File: config.mk
export PLATFORM = sky130hd
export DESIGN_NAME = drive_cmd_arbiter
export DESIGN_NICKNAME = d
export VERILOG_FILES = /design/src/rtl/drive_cmd_arbiter.sv
export SDC_FILE = /design/constraint.sdc
export NUM_CORES = 1
export LEC_CHECK = 0
export BUFFER_PORTS_ARGS = -buffer_cell sky130_fd_sc_hd__buf_4
export CAP_MARGIN = 15
export CORE_ASPECT_RATIO = 1.4
export CORE_MARGIN = 3
export CORE_UTILIZATION = 61
export CTS_CLUSTER_DIAMETER = 40
export DETAILED_ROUTE_END_ITERATION = 10
export PLACE_DENSITY = 0.8
export SYNTH_ARGS = -nofsm -noshare
export SYNTH_HDL_FRONTEND = slang
export SYNTH_SLANG_ARGS = --single-unit
File: constraint.sdc
create_clock -name clk -period 2.7 [get_ports clk]
set_clock_uncertainty 0.2 [all_clocks]
set_input_delay 0.54 -clock clk [delete_from_list [all_inputs] [get_ports clk]]
set_output_delay 0.54 -clock clk [all_outputs]
set_load 0.01 [all_outputs]
File: src/rtl/drive_cmd_arbiter.sv
// Drive command arbiter: IR remote decoding, MANUAL/AUTO/DANCE modes, obstacle brake.
// Optional feature: define BRAKE_HOLD_EN to hold the brake BRAKE_HOLD_CYCLES after the obstacle clears.
module drive_cmd_arbiter #(
   parameter int DANCE_STEP_CYCLES     = 50000000,
   parameter int MANUAL_TIMEOUT_CYCLES = 25000000,
   parameter int BRAKE_HOLD_CYCLES     = 10000000
) (
   input  logic       clk,
   input  logic       reset,
   input  logic       ir_valid,
   input  logic [6:0] ir_cmd,
   input  logic       car_break_signal,
   input  logic       left_line_signal,
   input  logic       right_line_signal,
   output logic       mv_fwd,
   output logic       mv_back,
   output logic       turn_left,
   output logic       turn_right,
   output logic [1:0] mode,
   output logic       brake_active
);

   typedef enum logic [1:0] {
      ST_MANUAL = 2'b00,
      ST_AUTO   = 2'b01,
      ST_DANCE  = 2'b10
   } state_t;

   localparam int TO_W = (MANUAL_TIMEOUT_CYCLES > 1) ? $clog2(MANUAL_TIMEOUT_CYCLES) : 1;
   localparam int ST_W = (DANCE_STEP_CYCLES > 1) ? $clog2(DANCE_STEP_CYCLES) : 1;
   localparam logic [TO_W-1:0] TO_LAST   = TO_W'(MANUAL_TIMEOUT_CYCLES - 1);
   localparam logic [ST_W-1:0] STEP_LAST = ST_W'(DANCE_STEP_CYCLES - 1);

   state_t          r_state;
   state_t          w_state_next;
   logic [3:0]      r_dir;          // {fwd, back, left, right} latched in MANUAL
   logic [3:0]      w_dir_next;
   logic [TO_W-1:0] r_timeout;
   logic [TO_W-1:0] w_timeout_next;
   logic [1:0]      r_step;
   logic [1:0]      w_step_next;
   logic [ST_W-1:0] r_step_tmr;
   logic [ST_W-1:0] w_step_tmr_next;
   logic [3:0]      r_out;
   logic [3:0]      w_out_next;
   logic            r_brake;
   logic            w_brake_next;

   logic w_cmd_stop;
   logic w_cmd_auto;
   logic w_cmd_dance;
   logic w_cmd_dir;

   assign w_cmd_stop  = ir_valid & ir_cmd[6];
   assign w_cmd_auto  = ir_valid & ~ir_cmd[6] & ir_cmd[1];
   assign w_cmd_dance = ir_valid & ~ir_cmd[6] & ~ir_cmd[1] & ir_cmd[0];
   assign w_cmd_dir   = ir_valid & ~ir_cmd[6] & ~ir_cmd[1] & ~ir_cmd[0];

`ifdef BRAKE_HOLD_EN
   localparam int HOLD_W = (BRAKE_HOLD_CYCLES > 0) ? $clog2(BRAKE_HOLD_CYCLES + 1) : 1;
   localparam logic [HOLD_W-1:0] HOLD_LOAD = HOLD_W'(BRAKE_HOLD_CYCLES);

   logic [HOLD_W-1:0] r_hold_cnt;
   logic [HOLD_W-1:0] w_hold_next;

   always_comb begin
      w_hold_next = r_hold_cnt;
      if (car_break_signal) begin
         w_hold_next = HOLD_LOAD;
      end else if (r_hold_cnt != '0) begin
         w_hold_next = r_hold_cnt - HOLD_W'(1);
      end
   end

   assign w_brake_next = car_break_signal | (r_hold_cnt != '0);

   always_ff @(posedge clk or negedge reset) begin
      if (!reset) begin
         r_hold_cnt <= '0;
      end else begin
         r_hold_cnt <= w_hold_next;
      end
   end
`else
   assign w_brake_next = car_break_signal;
`endif

   // Mode changes drop any stale manual direction so a return to MANUAL starts stationary.
   always_comb begin
      w_state_next    = r_state;
      w_dir_next      = r_dir;
      w_timeout_next  = r_timeout;
      w_step_next     = r_step;
      w_step_tmr_next = r_step_tmr;
      if (w_cmd_stop) begin
         w_state_next    = ST_MANUAL;
         w_dir_next      = 4'b0000;
         w_timeout_next  = '0;
         w_step_next     = 2'd0;
         w_step_tmr_next = '0;
      end else if (w_cmd_auto) begin
         w_state_next   = (r_state == ST_AUTO) ? ST_MANUAL : ST_AUTO;
         w_dir_next     = 4'b0000;
         w_timeout_next = '0;
      end else if (w_cmd_dance) begin
         w_state_next    = (r_state == ST_DANCE) ? ST_MANUAL : ST_DANCE;
         w_dir_next      = 4'b0000;
         w_timeout_next  = '0;
         w_step_next     = 2'd0;
         w_step_tmr_next = '0;
      end else begin
         case (r_state)
            ST_MANUAL: begin
               if (w_cmd_dir) begin
                  w_dir_next = {ir_cmd[5], ~ir_cmd[5] & ir_cmd[4],
                                ir_cmd[3], ~ir_cmd[3] & ir_cmd[2]};
                  w_timeout_next = '0;
               end else if (r_timeout == TO_LAST) begin
                  w_dir_next     = 4'b0000;
                  w_timeout_next = '0;
               end else begin
                  w_timeout_next = r_timeout + TO_W'(1);
               end
            end
            ST_DANCE: begin
               if (r_step_tmr == STEP_LAST) begin
                  w_step_tmr_next = '0;
                  w_step_next     = r_step + 2'd1;
               end else begin
                  w_step_tmr_next = r_step_tmr + ST_W'(1);
               end
            end
            ST_AUTO: begin
            end
            default: begin
               w_state_next = ST_MANUAL;
               w_dir_next   = 4'b0000;
            end
         endcase
      end
   end

   // Outputs are derived from the next-state values so every input shows up one clock later.
   always_comb begin
      w_out_next = 4'b0000;
      case (w_state_next)
         ST_MANUAL: w_out_next = w_dir_next;
         ST_AUTO: begin
            case ({left_line_signal, right_line_signal})
               2'b00:   w_out_next = 4'b1000;
               2'b10:   w_out_next = 4'b1010;
               2'b01:   w_out_next = 4'b1001;
               default: w_out_next = 4'b0000;
            endcase
         end
         ST_DANCE: begin
            case (w_step_next)
               2'd0:    w_out_next = 4'b1000;
               2'd1:    w_out_next = 4'b0010;
               2'd2:    w_out_next = 4'b0100;
               default: w_out_next = 4'b0001;
            endcase
         end
         default: w_out_next = 4'b0000;
      endcase
      if (w_brake_next) begin
         w_out_next[3] = 1'b0;
      end
   end

   always_ff @(posedge clk or negedge reset) begin
      if (!reset) begin
         r_state    <= ST_MANUAL;
         r_dir      <= 4'b0000;
         r_timeout  <= '0;
         r_step     <= 2'd0;
         r_step_tmr <= '0;
         r_out      <= 4'b0000;
         r_brake    <= 1'b0;
      end else begin
         r_state    <= w_state_next;
         r_dir      <= w_dir_next;
         r_timeout  <= w_timeout_next;
         r_step     <= w_step_next;
         r_step_tmr <= w_step_tmr_next;
         r_out      <= w_out_next;
         r_brake    <= w_brake_next;
      end
   end

   assign mv_fwd       = r_out[3];
   assign mv_back      = r_out[2];
   assign turn_left    = r_out[1];
   assign turn_right   = r_out[0];
   assign mode         = r_state;
   assign brake_active = r_brake;

endmodule

==> load_flow_metrics.sql <==
INSERT INTO impl_metrics (metric_group, metric, value, unit) VALUES
('synth', 'synth_ff_type', 'sky130_fd_sc_hd__dfrtp_1', ''),
('synth', 'post_synth_main_area_contributors', 'sky130_fd_sc_hd__dfrtp_1, sky130_fd_sc_hd__xnor2_1, sky130_fd_sc_hd__nor2_1', ''),
('power', 'total_switching_power', '0.495', 'mW'),
('die', 'placement_rows', '33', ''),
('synth', 'count_of_flip_flops_with_a_built_in_enable_after_synthesis', '0', ''),
('sta', 'max_clock_freq', '0.424', 'GHz'),
('synth', 'yosysTopAreaCellShare', '0.428', ''),
('setup_path', 'worstSetupPathType', 'flop to flop', ''),
('power', 'ir_worst_vdd', '444', 'µV'),
('setup_path', 'crit_path_frequent_cell', 'sky130_fd_sc_hd__a311oi_1', ''),
('sta', 'period_minus_slack', '2.36', 'ns'),
('setup_path', 'cp.required', '2.73', 'ns'),
('clocking', 'tritoncts.num_buffers', '9', ''),
('clocking', 'postCtsHoldBufs', '0', ''),
('sta', 'totalNegativeSetupSlack', '0', 'ns'),
('clocking', 'cts.clk_slew.worst_paths', '0.07', 'ns'),
('placed_design', 'port_buffers', '19', ''),
('synth', 'synth-seq-area-share', '0.428', ''),
('clocking', 'cts_root_buffer', 'sky130_fd_sc_hd__clkbuf_8', ''),
('synth', 'synth_commonest_cells', 'sky130_fd_sc_hd__dfrtp_1, sky130_fd_sc_hd__nor2_1, sky130_fd_sc_hd__xnor2_1', ''),
('cells_and_area', 'syn_to_final_growth', '11.7', '%'),
('drt', 'drc', '0', ''),
('setup_path', 'cp_slowest_stage_delay', '0.43', 'ns'),
('placed_design', 'place.detailed.hpwl', '5570', 'µm'),
('sta', 'setup-violations-final', '0', ''),
('power', 'power_report.internal_total', '1.62', 'mW'),
('clocking', 'htree_num_levels', '3', ''),
('global_routing', 'grtUsageMet3', '0.0429', ''),
('clocking', 'insertion_delay', '0.33', 'ns'),
('drt', 'drt_iter0_markers', '187', ''),
('global_routing', 'gr-usage-met2', '0.402', ''),
('global_routing', 'gr-total-overflow', '0', ''),
('power', 'clkPwrFrac', '0.430', ''),
('clocking', 'ctsLongestPathBuffers', '2', ''),
('synth', 'syn-num-nets', '404', ''),
('setup_path', 'critPathCaptureType', 'flop', ''),
('global_routing', 'grt_pass1_wl', '13600', 'µm'),
('drt', 'count_of_antenna_violating_nets_left_after_detailed_routing', '0', ''),
('setup_path', 'cp.buffers_inverters', '1', ''),
('global_routing', 'top_usage_layer', 'met2', ''),
('clocking', 'cts_tree', 'done', ''),
('setup_path', 'critical_path_peak_fanout', '6', ''),
('min_path', 'min-delay-path-class', 'input port to async pin', ''),
('synth', 'synth.cell_area', '3740', 'µm²'),
('sta', 'worst_slew_margin_rel', '0.475', ''),
('die', 'ioPinCount', '20', ''),
('sta', 'timing.final.max_slew_violations', '0', ''),
('die', 'die_width', '72.2', 'µm'),
('drt', 'detail_route.first_pass.iterations', '5', ''),
('global_routing', 'first_global_vias', '2909', ''),
('global_routing', 'antenna_violations_before_repair', '0', ''),
('drt', 'vias', '2936', ''),
('power', 'seqPwrFrac', '0.475', ''),
('synth', 'asyncSetResetFlopFracSynth', '1.00', ''),
('setup_path', 'worst_ep_arrival_time', '2.39', 'ns'),
('status', 'run_status', 'complete, no violations', ''),
('power', 'comb_power_share', '0.095', ''),
('setup_path', 'worst_path_dominant_cell_family', 'simple AND/OR/NAND/NOR gates', ''),
('global_routing', 'grt_use_met1', '0.310', ''),
('global_routing', 'grt_start_max_net_pins', '65', ''),
('sta', 'worstMarginPinSlew', '0.787', 'ns'),
('synth', 'synthCells', '383', ''),
('die', 'fp.coreArea', '5900', 'µm²'),
('drt', 'avgViaCountPerCell', '6.08', ''),
('clocking', 'post_cts_buffers', '0', ''),
('synth', 'synth_most_common_cell', 'sky130_fd_sc_hd__dfrtp_1', ''),
('cells_and_area', 'layout.nets', '430', ''),
('synth', 'postSynthAreaPerCell', '9.78', 'µm²'),
('clocking', 'cts_repair_resize_count', '0', ''),
('sta', 'finalCritPeriodShare', '0.875', ''),
('job', 'max-cap-violations', '0', '');
-- layout make-up --
type / instances / area, µm² / area share
Multi-Input combinational cell: 289 / 2010 / 0.480
Clock buffer: 12 / 155 / 0.0371
Tap cell: 70 / 87.6 / 0.0209
Timing Repair Buffer: 26 / 195 / 0.0467
Clock inverter: 3 / 65.1 / 0.0156
Sequential cell: 64 / 1600 / 0.383
Inverter: 19 / 71.3 / 0.0170
-- logic make-up (layout without fill, tap and decap cells) --
group | Yosys count | count (layout) | synth area share
simple gates | 184 | 184 | 0.280
xor+xnor | 43 | 43 | 0.101
fa+ha+maj | 8 | 8 | 0.0267
mux | 2 | 2 | 0.00535
flops | 64 | 64 | 0.428
buf+inv | 30 | 60 | 0.0361
compound gates | 52 | 52 | 0.124
-- layer usage --
metal,vias up,routed length (µm),part of all wire
li1,1418,-,-
met1,1467,3430,0.44
met2,45,4180,0.53
met3,6,175,0.022
met4,0,92,0.012
met5,-,0,0
-- power groups by stage --
stage | clock network [mW] | logic (mW) | registers, mW
finish | 0.908 | 0.202 | 1.00
global route | 0.969 | 0.225 | 1.00
CTS | 0.931 | 0.203 | 1.00
detailed placement | 0 | 0.202 | 1.02
global placement | 0 | 0.198 | 1.02
floorplan | 0 | 0.120 | 1.02
-- worst reg2reg max path, cell delays in order, from the launching register on --
cell,delay (ns)
sky130_fd_sc_hd__dfrtp_1,0.43
sky130_fd_sc_hd__inv_1,0.14
sky130_fd_sc_hd__ha_1,0.37
sky130_fd_sc_hd__nand2b_1,0.16
sky130_fd_sc_hd__nor4_2,0.42
sky130_fd_sc_hd__a22o_1,0.25
sky130_fd_sc_hd__a311oi_1,0.06
sky130_fd_sc_hd__a311oi_1,0.25
-- registers in the layout, summed over array words and instances, names as in the netlist --
register / flops
r_step: 2
brake_active: 1
r_step_tmr: 26
r_out: 4
r_timeout: 25
r_dir: 4
mode: 2
-- final timing paths --
kind / startpoint / to / slack, ns / cells past startpoint
setup / recovery: mode[0]$_DFF_PN0_ / r_out[3]$_DFF_PN0_ / 0.34 / 7
hold / removal: reset / r_step_tmr[4]$_DFFE_PN0P_ / 0.09 / 1
max in group asynchronous: reset / r_timeout[19]$_DFFE_PN0P_ / 1.68 / 1
hold reg to reg: r_step_tmr[0]$_DFFE_PN0P_ / r_step_tmr[0]$_DFFE_PN0P_ / 0.33 / 1
min in group clk: car_break_signal / brake_active$_DFF_PN0_ / 0.15 / 1
setup reg to reg: mode[0]$_DFF_PN0_ / r_out[3]$_DFF_PN0_ / 0.34 / 7
-- placed cells by master, fill, tap and decap left out, drive strengths merged, types with 4 or more instances in the layout --
master,instances
nor4,16
clkbuf,12
and3,9
inv,19
nor3,16
buf,26
o21ai,10
xnor2,37
xor2,6
nor2,56
nand2b,6
nor4b,4
dfrtp,64
and4,8
nand3,18
ha,8
o31ai,4
nand2,23
nor2b,4
nand4,8
-- stage by stage --
stage          power, mW  worst slack (ns)  hold slack, ns  instance area, µm²  std cells
2_1_floorplan       1.14             0.563          0.0444                3740        383
3_3_place_gp        1.22             0.440           0.296                3960        468
3_5_place_dp        1.22             0.383           0.310                3960        468
4_1_cts             2.14             0.355           0.108                4180        483
5_1_grt             2.20             0.206           0.131                4180        483
6_report            2.11             0.339          0.0900                4180        483
Power figures use the tool's default switching activity.
